==> src/rtl/rv32_pkg.sv <==
// rv32_pkg: RV32I constants, opcode map, control-bundle layout and decode helpers
// shared by the decode stage and its immediate generator.
package rv32_pkg;

    localparam int XLEN    = 32;
    localparam int REGADDR = 5;

    localparam logic [6:0] OP_R      = 7'b0110011;
    localparam logic [6:0] OP_IMM    = 7'b0010011;
    localparam logic [6:0] OP_LOAD   = 7'b0000011;
    localparam logic [6:0] OP_STORE  = 7'b0100011;
    localparam logic [6:0] OP_BRANCH = 7'b1100011;
    localparam logic [6:0] OP_JAL    = 7'b1101111;
    localparam logic [6:0] OP_JALR   = 7'b1100111;
    localparam logic [6:0] OP_LUI    = 7'b0110111;
    localparam logic [6:0] OP_AUIPC  = 7'b0010111;

    // Field order MSB first; downstream stages rely on this packing.
    typedef struct packed {
        logic regwrite;
        logic memread;
        logic memwrite;
        logic memtoreg;
        logic alusrc;
        logic branch;
        logic jump;
    } ctrl_t;

    typedef enum logic [2:0] {
        IMM_NONE,
        IMM_I,
        IMM_S,
        IMM_B,
        IMM_U,
        IMM_J
    } imm_fmt_e;

    function automatic ctrl_t decode_ctrl(input logic [6:0] op);
        ctrl_t c;
        case (op)
            OP_R:      c = '{regwrite: 1'b1, default: 1'b0};
            OP_IMM:    c = '{regwrite: 1'b1, alusrc: 1'b1, default: 1'b0};
            OP_LOAD:   c = '{regwrite: 1'b1, memread: 1'b1, memtoreg: 1'b1, alusrc: 1'b1, default: 1'b0};
            OP_STORE:  c = '{memwrite: 1'b1, alusrc: 1'b1, default: 1'b0};
            OP_BRANCH: c = '{branch: 1'b1, default: 1'b0};
            OP_JAL:    c = '{regwrite: 1'b1, jump: 1'b1, default: 1'b0};
            OP_JALR:   c = '{regwrite: 1'b1, jump: 1'b1, alusrc: 1'b1, default: 1'b0};
            OP_LUI:    c = '{regwrite: 1'b1, alusrc: 1'b1, default: 1'b0};
            OP_AUIPC:  c = '{regwrite: 1'b1, alusrc: 1'b1, default: 1'b0};
            default:   c = '0;
        endcase
        return c;
    endfunction

    function automatic logic is_legal(input logic [6:0] op);
        return op inside {OP_R, OP_IMM, OP_LOAD, OP_STORE, OP_BRANCH,
                          OP_JAL, OP_JALR, OP_LUI, OP_AUIPC};
    endfunction

    function automatic imm_fmt_e imm_fmt(input logic [6:0] op);
        imm_fmt_e f;
        case (op)
            OP_IMM, OP_LOAD, OP_JALR: f = IMM_I;
            OP_STORE:                 f = IMM_S;
            OP_BRANCH:                f = IMM_B;
            OP_LUI, OP_AUIPC:         f = IMM_U;
            OP_JAL:                   f = IMM_J;
            default:                  f = IMM_NONE;
        endcase
        return f;
    endfunction

endpackage

==> src/rtl/imm_gen.sv <==
// imm_gen: combinational RV32I immediate extraction for the I/S/B/U/J formats,
// sign-extended from instr[31]; R-type and unknown opcodes yield 0.
module imm_gen #(
    parameter int XLEN = rv32_pkg::XLEN
) (
    input  logic [31:0]     i_instr,
    output logic [XLEN-1:0] o_imm
);
    import rv32_pkg::*;

    imm_fmt_e w_fmt;
    logic     w_s;

    assign w_fmt = imm_fmt(i_instr[6:0]);
    assign w_s   = i_instr[31];

    always_comb begin
        case (w_fmt)
            IMM_I:   o_imm = {{(XLEN-12){w_s}}, i_instr[31:20]};
            IMM_S:   o_imm = {{(XLEN-12){w_s}}, i_instr[31:25], i_instr[11:7]};
            IMM_B:   o_imm = {{(XLEN-12){w_s}}, i_instr[7], i_instr[30:25], i_instr[11:8], 1'b0};
            IMM_U:   o_imm = {{(XLEN-31){w_s}}, i_instr[30:12], 12'b0};
            IMM_J:   o_imm = {{(XLEN-20){w_s}}, i_instr[19:12], i_instr[20], i_instr[30:21], 1'b0};
            default: o_imm = '0;
        endcase
    end

endmodule

==> src/rtl/id_ex_stage.sv <==
// id_ex_stage: RV32I decode with WB->ID bypass and load-use hazard detection,
// feeding the ID/EX pipeline register consumed by the EX stage.
module id_ex_stage #(
    parameter int XLEN    = rv32_pkg::XLEN,
    parameter int REGADDR = rv32_pkg::REGADDR
) (
    input  logic               clk,
    input  logic               rst_n,
    input  logic               in_valid,
    input  logic [31:0]        in_instr,
    input  logic [XLEN-1:0]    in_pc,
    output logic               in_ready,
    input  logic               flush,
    input  logic               ex_hold,
    output logic [REGADDR-1:0] rf_rs1,
    output logic [REGADDR-1:0] rf_rs2,
    input  logic [XLEN-1:0]    rf_rdata1,
    input  logic [XLEN-1:0]    rf_rdata2,
    input  logic               wb_regwrite,
    input  logic [REGADDR-1:0] wb_rd,
    input  logic [XLEN-1:0]    wb_data,
    output logic               ex_valid,
    output logic [XLEN-1:0]    ex_pc,
    output logic [XLEN-1:0]    ex_op1,
    output logic [XLEN-1:0]    ex_op2,
    output logic [XLEN-1:0]    ex_imm,
    output logic [REGADDR-1:0] ex_rs1,
    output logic [REGADDR-1:0] ex_rs2,
    output logic [REGADDR-1:0] ex_rd,
    output logic [2:0]         ex_funct3,
    output logic               ex_funct7b5,
    output logic               ex_regwrite,
    output logic               ex_memread,
    output logic               ex_memwrite,
    output logic               ex_memtoreg,
    output logic               ex_alusrc,
    output logic               ex_branch,
    output logic               ex_jump,
    output logic               ex_illegal
);
    import rv32_pkg::*;

    logic [6:0]         w_opcode;
    logic [REGADDR-1:0] w_rs1;
    logic [REGADDR-1:0] w_rs2;
    logic [REGADDR-1:0] w_rd;
    ctrl_t              w_ctrl;
    logic               w_illegal;
    logic               w_uses_rs1;
    logic               w_uses_rs2;
    logic               w_hazard;
    logic [XLEN-1:0]    w_op1;
    logic [XLEN-1:0]    w_op2;
    logic [XLEN-1:0]    w_imm;

    logic               r_valid;
    logic [XLEN-1:0]    r_pc;
    logic [XLEN-1:0]    r_op1;
    logic [XLEN-1:0]    r_op2;
    logic [XLEN-1:0]    r_imm;
    logic [REGADDR-1:0] r_rs1;
    logic [REGADDR-1:0] r_rs2;
    logic [REGADDR-1:0] r_rd;
    logic [2:0]         r_funct3;
    logic               r_funct7b5;
    ctrl_t              r_ctrl;
    logic               r_illegal;

    assign w_opcode  = in_instr[6:0];
    assign w_rs1     = in_instr[19:15];
    assign w_rs2     = in_instr[24:20];
    assign w_illegal = !is_legal(w_opcode);
    assign w_ctrl    = decode_ctrl(w_opcode);
    // A destination is only meaningful when the instruction writes back.
    assign w_rd      = w_ctrl.regwrite ? in_instr[11:7] : '0;

    assign rf_rs1 = w_rs1;
    assign rf_rs2 = w_rs2;

    assign w_uses_rs1 = !(w_opcode inside {OP_LUI, OP_AUIPC, OP_JAL});
    assign w_uses_rs2 = w_opcode inside {OP_R, OP_STORE, OP_BRANCH};

    // The register file commits WB data on the same edge, so forward it here.
    assign w_op1 = (w_rs1 == '0) ? '0 :
                   (wb_regwrite && wb_rd == w_rs1) ? wb_data : rf_rdata1;
    assign w_op2 = (w_rs2 == '0) ? '0 :
                   (wb_regwrite && wb_rd == w_rs2) ? wb_data : rf_rdata2;

    imm_gen #(.XLEN(XLEN)) u_imm_gen (
        .i_instr (in_instr),
        .o_imm   (w_imm)
    );

    assign w_hazard = in_valid && r_valid && r_ctrl.memread && r_rd != '0 &&
                      ((r_rd == w_rs1 && w_uses_rs1) || (r_rd == w_rs2 && w_uses_rs2));

    assign in_ready = !w_hazard && !ex_hold;

    // Flush beats hold; the bubble drops memread, so a load-use stall is one cycle.
    always_ff @(posedge clk or negedge rst_n) begin
        if (!rst_n) begin
            r_valid    <= 1'b0;
            r_pc       <= '0;
            r_op1      <= '0;
            r_op2      <= '0;
            r_imm      <= '0;
            r_rs1      <= '0;
            r_rs2      <= '0;
            r_rd       <= '0;
            r_funct3   <= '0;
            r_funct7b5 <= 1'b0;
            r_ctrl     <= '0;
            r_illegal  <= 1'b0;
        end else if (flush || (!ex_hold && w_hazard)) begin
            r_valid   <= 1'b0;
            r_ctrl    <= '0;
            r_illegal <= 1'b0;
            r_rd      <= '0;
        end else if (!ex_hold) begin
            r_valid    <= in_valid;
            r_pc       <= in_pc;
            r_op1      <= w_op1;
            r_op2      <= w_op2;
            r_imm      <= w_imm;
            r_rs1      <= w_rs1;
            r_rs2      <= w_rs2;
            r_rd       <= in_valid ? w_rd : '0;
            r_funct3   <= in_instr[14:12];
            r_funct7b5 <= in_instr[30];
            r_ctrl     <= in_valid ? w_ctrl : '0;
            r_illegal  <= in_valid && w_illegal;
        end
    end

    assign ex_valid    = r_valid;
    assign ex_pc       = r_pc;
    assign ex_op1      = r_op1;
    assign ex_op2      = r_op2;
    assign ex_imm      = r_imm;
    assign ex_rs1      = r_rs1;
    assign ex_rs2      = r_rs2;
    assign ex_rd       = r_rd;
    assign ex_funct3   = r_funct3;
    assign ex_funct7b5 = r_funct7b5;
    assign ex_regwrite = r_ctrl.regwrite;
    assign ex_memread  = r_ctrl.memread;
    assign ex_memwrite = r_ctrl.memwrite;
    assign ex_memtoreg = r_ctrl.memtoreg;
    assign ex_alusrc   = r_ctrl.alusrc;
    assign ex_branch   = r_ctrl.branch;
    assign ex_jump     = r_ctrl.jump;
    assign ex_illegal  = r_illegal;

endmodule

==> config.mk <==
export PLATFORM = sky130hd
export DESIGN_NAME = id_ex_stage
export DESIGN_NICKNAME = d
export VERILOG_FILES = /design/src/rtl/rv32_pkg.sv /design/src/rtl/imm_gen.sv /design/src/rtl/id_ex_stage.sv
export SDC_FILE = /design/constraint.sdc
export NUM_CORES = 1
export LEC_CHECK = 0
export CORE_ASPECT_RATIO = 1.4
export CORE_MARGIN = 4
export CORE_UTILIZATION = 40
export DETAILED_ROUTE_END_ITERATION = 10
export MAX_ROUTING_LAYER = met4
export PLACE_DENSITY = 0.9
export SLEW_MARGIN = 20
export SYNTH_ARGS = -nofsm -noshare
export SYNTH_HDL_FRONTEND = slang
export SYNTH_SLANG_ARGS = --single-unit
export TNS_END_PERCENT = 100
==> constraint.sdc <==
create_clock -name clk -period 2.2 [get_ports clk]
set_input_delay 0.22 -clock clk [delete_from_list [all_inputs] [get_ports clk]]
set_output_delay 0.22 -clock clk [all_outputs]
set_load 0.1 [all_outputs]
==> qor.csv <==
stage,metric,value,unit
routing,Via density,5.72,
placed_design,IO buf count,337,
clock_network,cts bufs inserted,17,
final_layout,Final Util,65.3,%
clock_network,Sink Count,155,
sta,final setup vio count,156,
placed_design,Cells after DPL,1315,
global_route,first-pass GRT wire length,46.1,mm
synth,Synth Register Bits,155,
status,failing checks,negative setup slack,
global_route,antenna violations before repair,0,
synth,Syn Inst Count,734,
min_path,Hold Path Class,primary input to async pin,
synth,Post-synth EDFFs,0,
synth,share of the synthesized area in the top cell type,46.6,%
routing,total wire length,33.0,mm
final_layout,share of layout cells above drive strength 1,38.8,%
setup_path,CP Capture Type,flop,
clock_network,clk slew on worst S/H paths,70,ps
sta,clock period minus worst slack,2500,ps
clock_network,Clock Path Buffers,2,
routing,DR vias,7911,
synth,top post-synthesis cells by count,"155 x dfrtp_1, 110 x mux2_4, 88 x a21oi_1",
floorplanning,Core Area,20500,um^2
routing,routed len/inst,23.9,um
synth,Synth cell types,40,
floorplanning,row cnt,62,
final_layout,Final #Nets,1284,
sta,Setup TNS Final,-36100,ps
synth,post-synth top area cell,dfrtp_1,
final_layout,ant diodes,0,
sta,fin crit share,114,%
sta,fin. max-slew vios,0,
sta,Max Clk Rate,399,MHz
setup_path,crit start category,flop,
global_route,vias in the first global route,8021,
final_layout,area delta synth->final,60.5,%
setup_path,Crit path required time,2520,ps
floorplanning,starting density of the core,40.7,%
global_route,gr usage total,26.7,%
synth,Syn Nets,905,
synth,"Seq/Total Area, Yosys",46.6,%
sta,post-route setup slack,-304,ps
routing,Initial DRC Count,682,
final_layout,"non-filler cells, final",1382,
power_and_ir_drop,worst vdd ir,0.547,mV
sta,Slew @ Worst Pin,967,ps
sta,Max-slew headroom,35.4,%
setup_path,Setup Crit Path Kind,flop to flop,
floorplanning,Die Width,130,um
placed_design,DP HPWL,21.6,mm
placed_design,placed cell areas,12000,um^2
clock_network,"Clk Latency, worst-skew pair",440,ps
floorplanning,die height,179,um
sta,unrepaired setup endpoints after global routing,yes,
routing,Antenna Violating Nets Remaining,0,
setup_path,crit path max fanout,8,
synth,synthesized area,8330,um^2
job,max cap viols,0,
routing,# DRC,0,
clock_network,H-tree lvl count,4,
clock_network,CTS tree,built,
synth,Synth Flop Type,dfrtp_1,
synth,Synthesis Warnings,0,
setup_path,CP arrival,2820,ps
synth,ys async rst share,100,%
sta,Worst Clk Skew,11.3,ps
power_and_ir_drop,overall power,11.3,mW
floorplanning,full die area,23200,um^2
final_layout,Finished Cell Area,13400,um^2
routing,First-pass DRT Iterations,6,
floorplanning,I/O pin total,338,
placed_design,Final Wtd Congestion,0.910,
clock_network,CTS root buf,clkbuf_16,
synth,most frequent cell after synthesis,dfrtp_1,
synth,Post-Syn Area per Cell,11.3,um^2
status,outcome,finished with violations,
synth,"top cells by area, synth","dfrtp_1 47%, mux2_4 20%, a21oi_1 5.3%, nand3_1 4.1%, o21ai_0 4.1%",
power_and_ir_drop,power per cell area,848,nW/um^2
power_and_ir_drop,leakage,5.92,nW
global_route,largest net degree at the start of global routing,62,
sta,hold violation total from the final report,0,
global_route,grt total ovfl,0,
## kinds of logic after synthesis
family	after synthesis	synth area share [%]
compound gates	182	12.2
flops	155	46.6
mux	142	23.8
simple gates	133	8.72
buf+inv	102	6.58
xor+xnor	20	2.10
## layout make-up
type | count | area (um^2)
clock buffers | 18 | 429
clock inverters | 14 | 138
fillers | 1456 | 7110
inverters | 28 | 105
multi-input cells | 477 | 4020
flip-flops and latches | 155 | 3900
well taps | 256 | 320
repair buffers | 434 | 4460
## metal layers
metal,wire length [um],vias to the layer above,global-route usage (%)
met2,16500,510,44.8
li1,-,3368,-
met4,1350,0,10.1
met3,2780,115,5.39
met5,0,-,-
met1,12400,3918,31.6
## report_power, final
group | switching [mW] | internal, mW
Combinational | 3.48 | 1.50
Clock | 1.33 | 1.58
Sequential | 0.244 | 3.19
Total | 5.06 | 6.27
## critical path, cell delays in order, from the launching register on
cell       delay (ps)
dfrtp_4           490
or4_4             560
o2111ai_4         220
or4_4             170
and3_4            240
buf_12            190
clkbuf_16         200
mux2_4            310
## registers in the layout, indices dropped and copies added, names as in the netlist, 3 cells and up
signal	count
ex_pc	32
ex_rd	5
ex_rs1	5
ex_op2	32
ex_funct3	3
ex_rs2	5
ex_imm	32
ex_op1	32
## path summary, 6_finish.rpt
path                            cells after the start  slack (ps)         start    endpoint
worst max register to register                      7        -300      ex_rd[1]   ex_op2[6]
worst min-delay path                                2         360         rst_n  ex_op1[14]
min in group clk                                    3         360  in_instr[28]   ex_imm[8]
worst max-delay path                                7        -300      ex_rd[1]   ex_op2[6]
worst min register to register                      1         510     ex_alusrc   ex_alusrc
max in group asynchronous                           3        1200         rst_n   ex_pc[30]
## placed cells by master (no fill, tap or decap), types with 6 or more instances in the layout
cell type	instances
inv_1	28
nor2_1	6
nand3_1	69
buf_8	6
nand2_1	16
dfrtp_1	148
clkbuf_16	25
a22o_1	13
buf_16	9
buf_4	199
a21oi_1	88
clkdlybuf4s50_1	169
mux2_4	117
and3_1	7
xnor2_1	15
mux2i_1	23
buf_12	29
buf_6	13
o21ai_0	68
## metrics by stage
step                      setup slack (ps)  hold WS, ps
after CTS                             -231          344
after floorplan                       -212        -75.6
after global placement                -328          256
after detailed placement              -365          262
final                                 -304          364
after global routing                  -332          387
## timing repair
action | CTS | global route
hold buffers | 1 | 0
cloned | 7 | 9
gates resized for setup | 39 | 24
pin swaps | 2 | 10
setup buffers | 14 | 5
setup endpoints to repair | 156 | 156
hold endpoints to repair | 58 | 0
No activity file was read; power rests on OpenSTA's default activity.
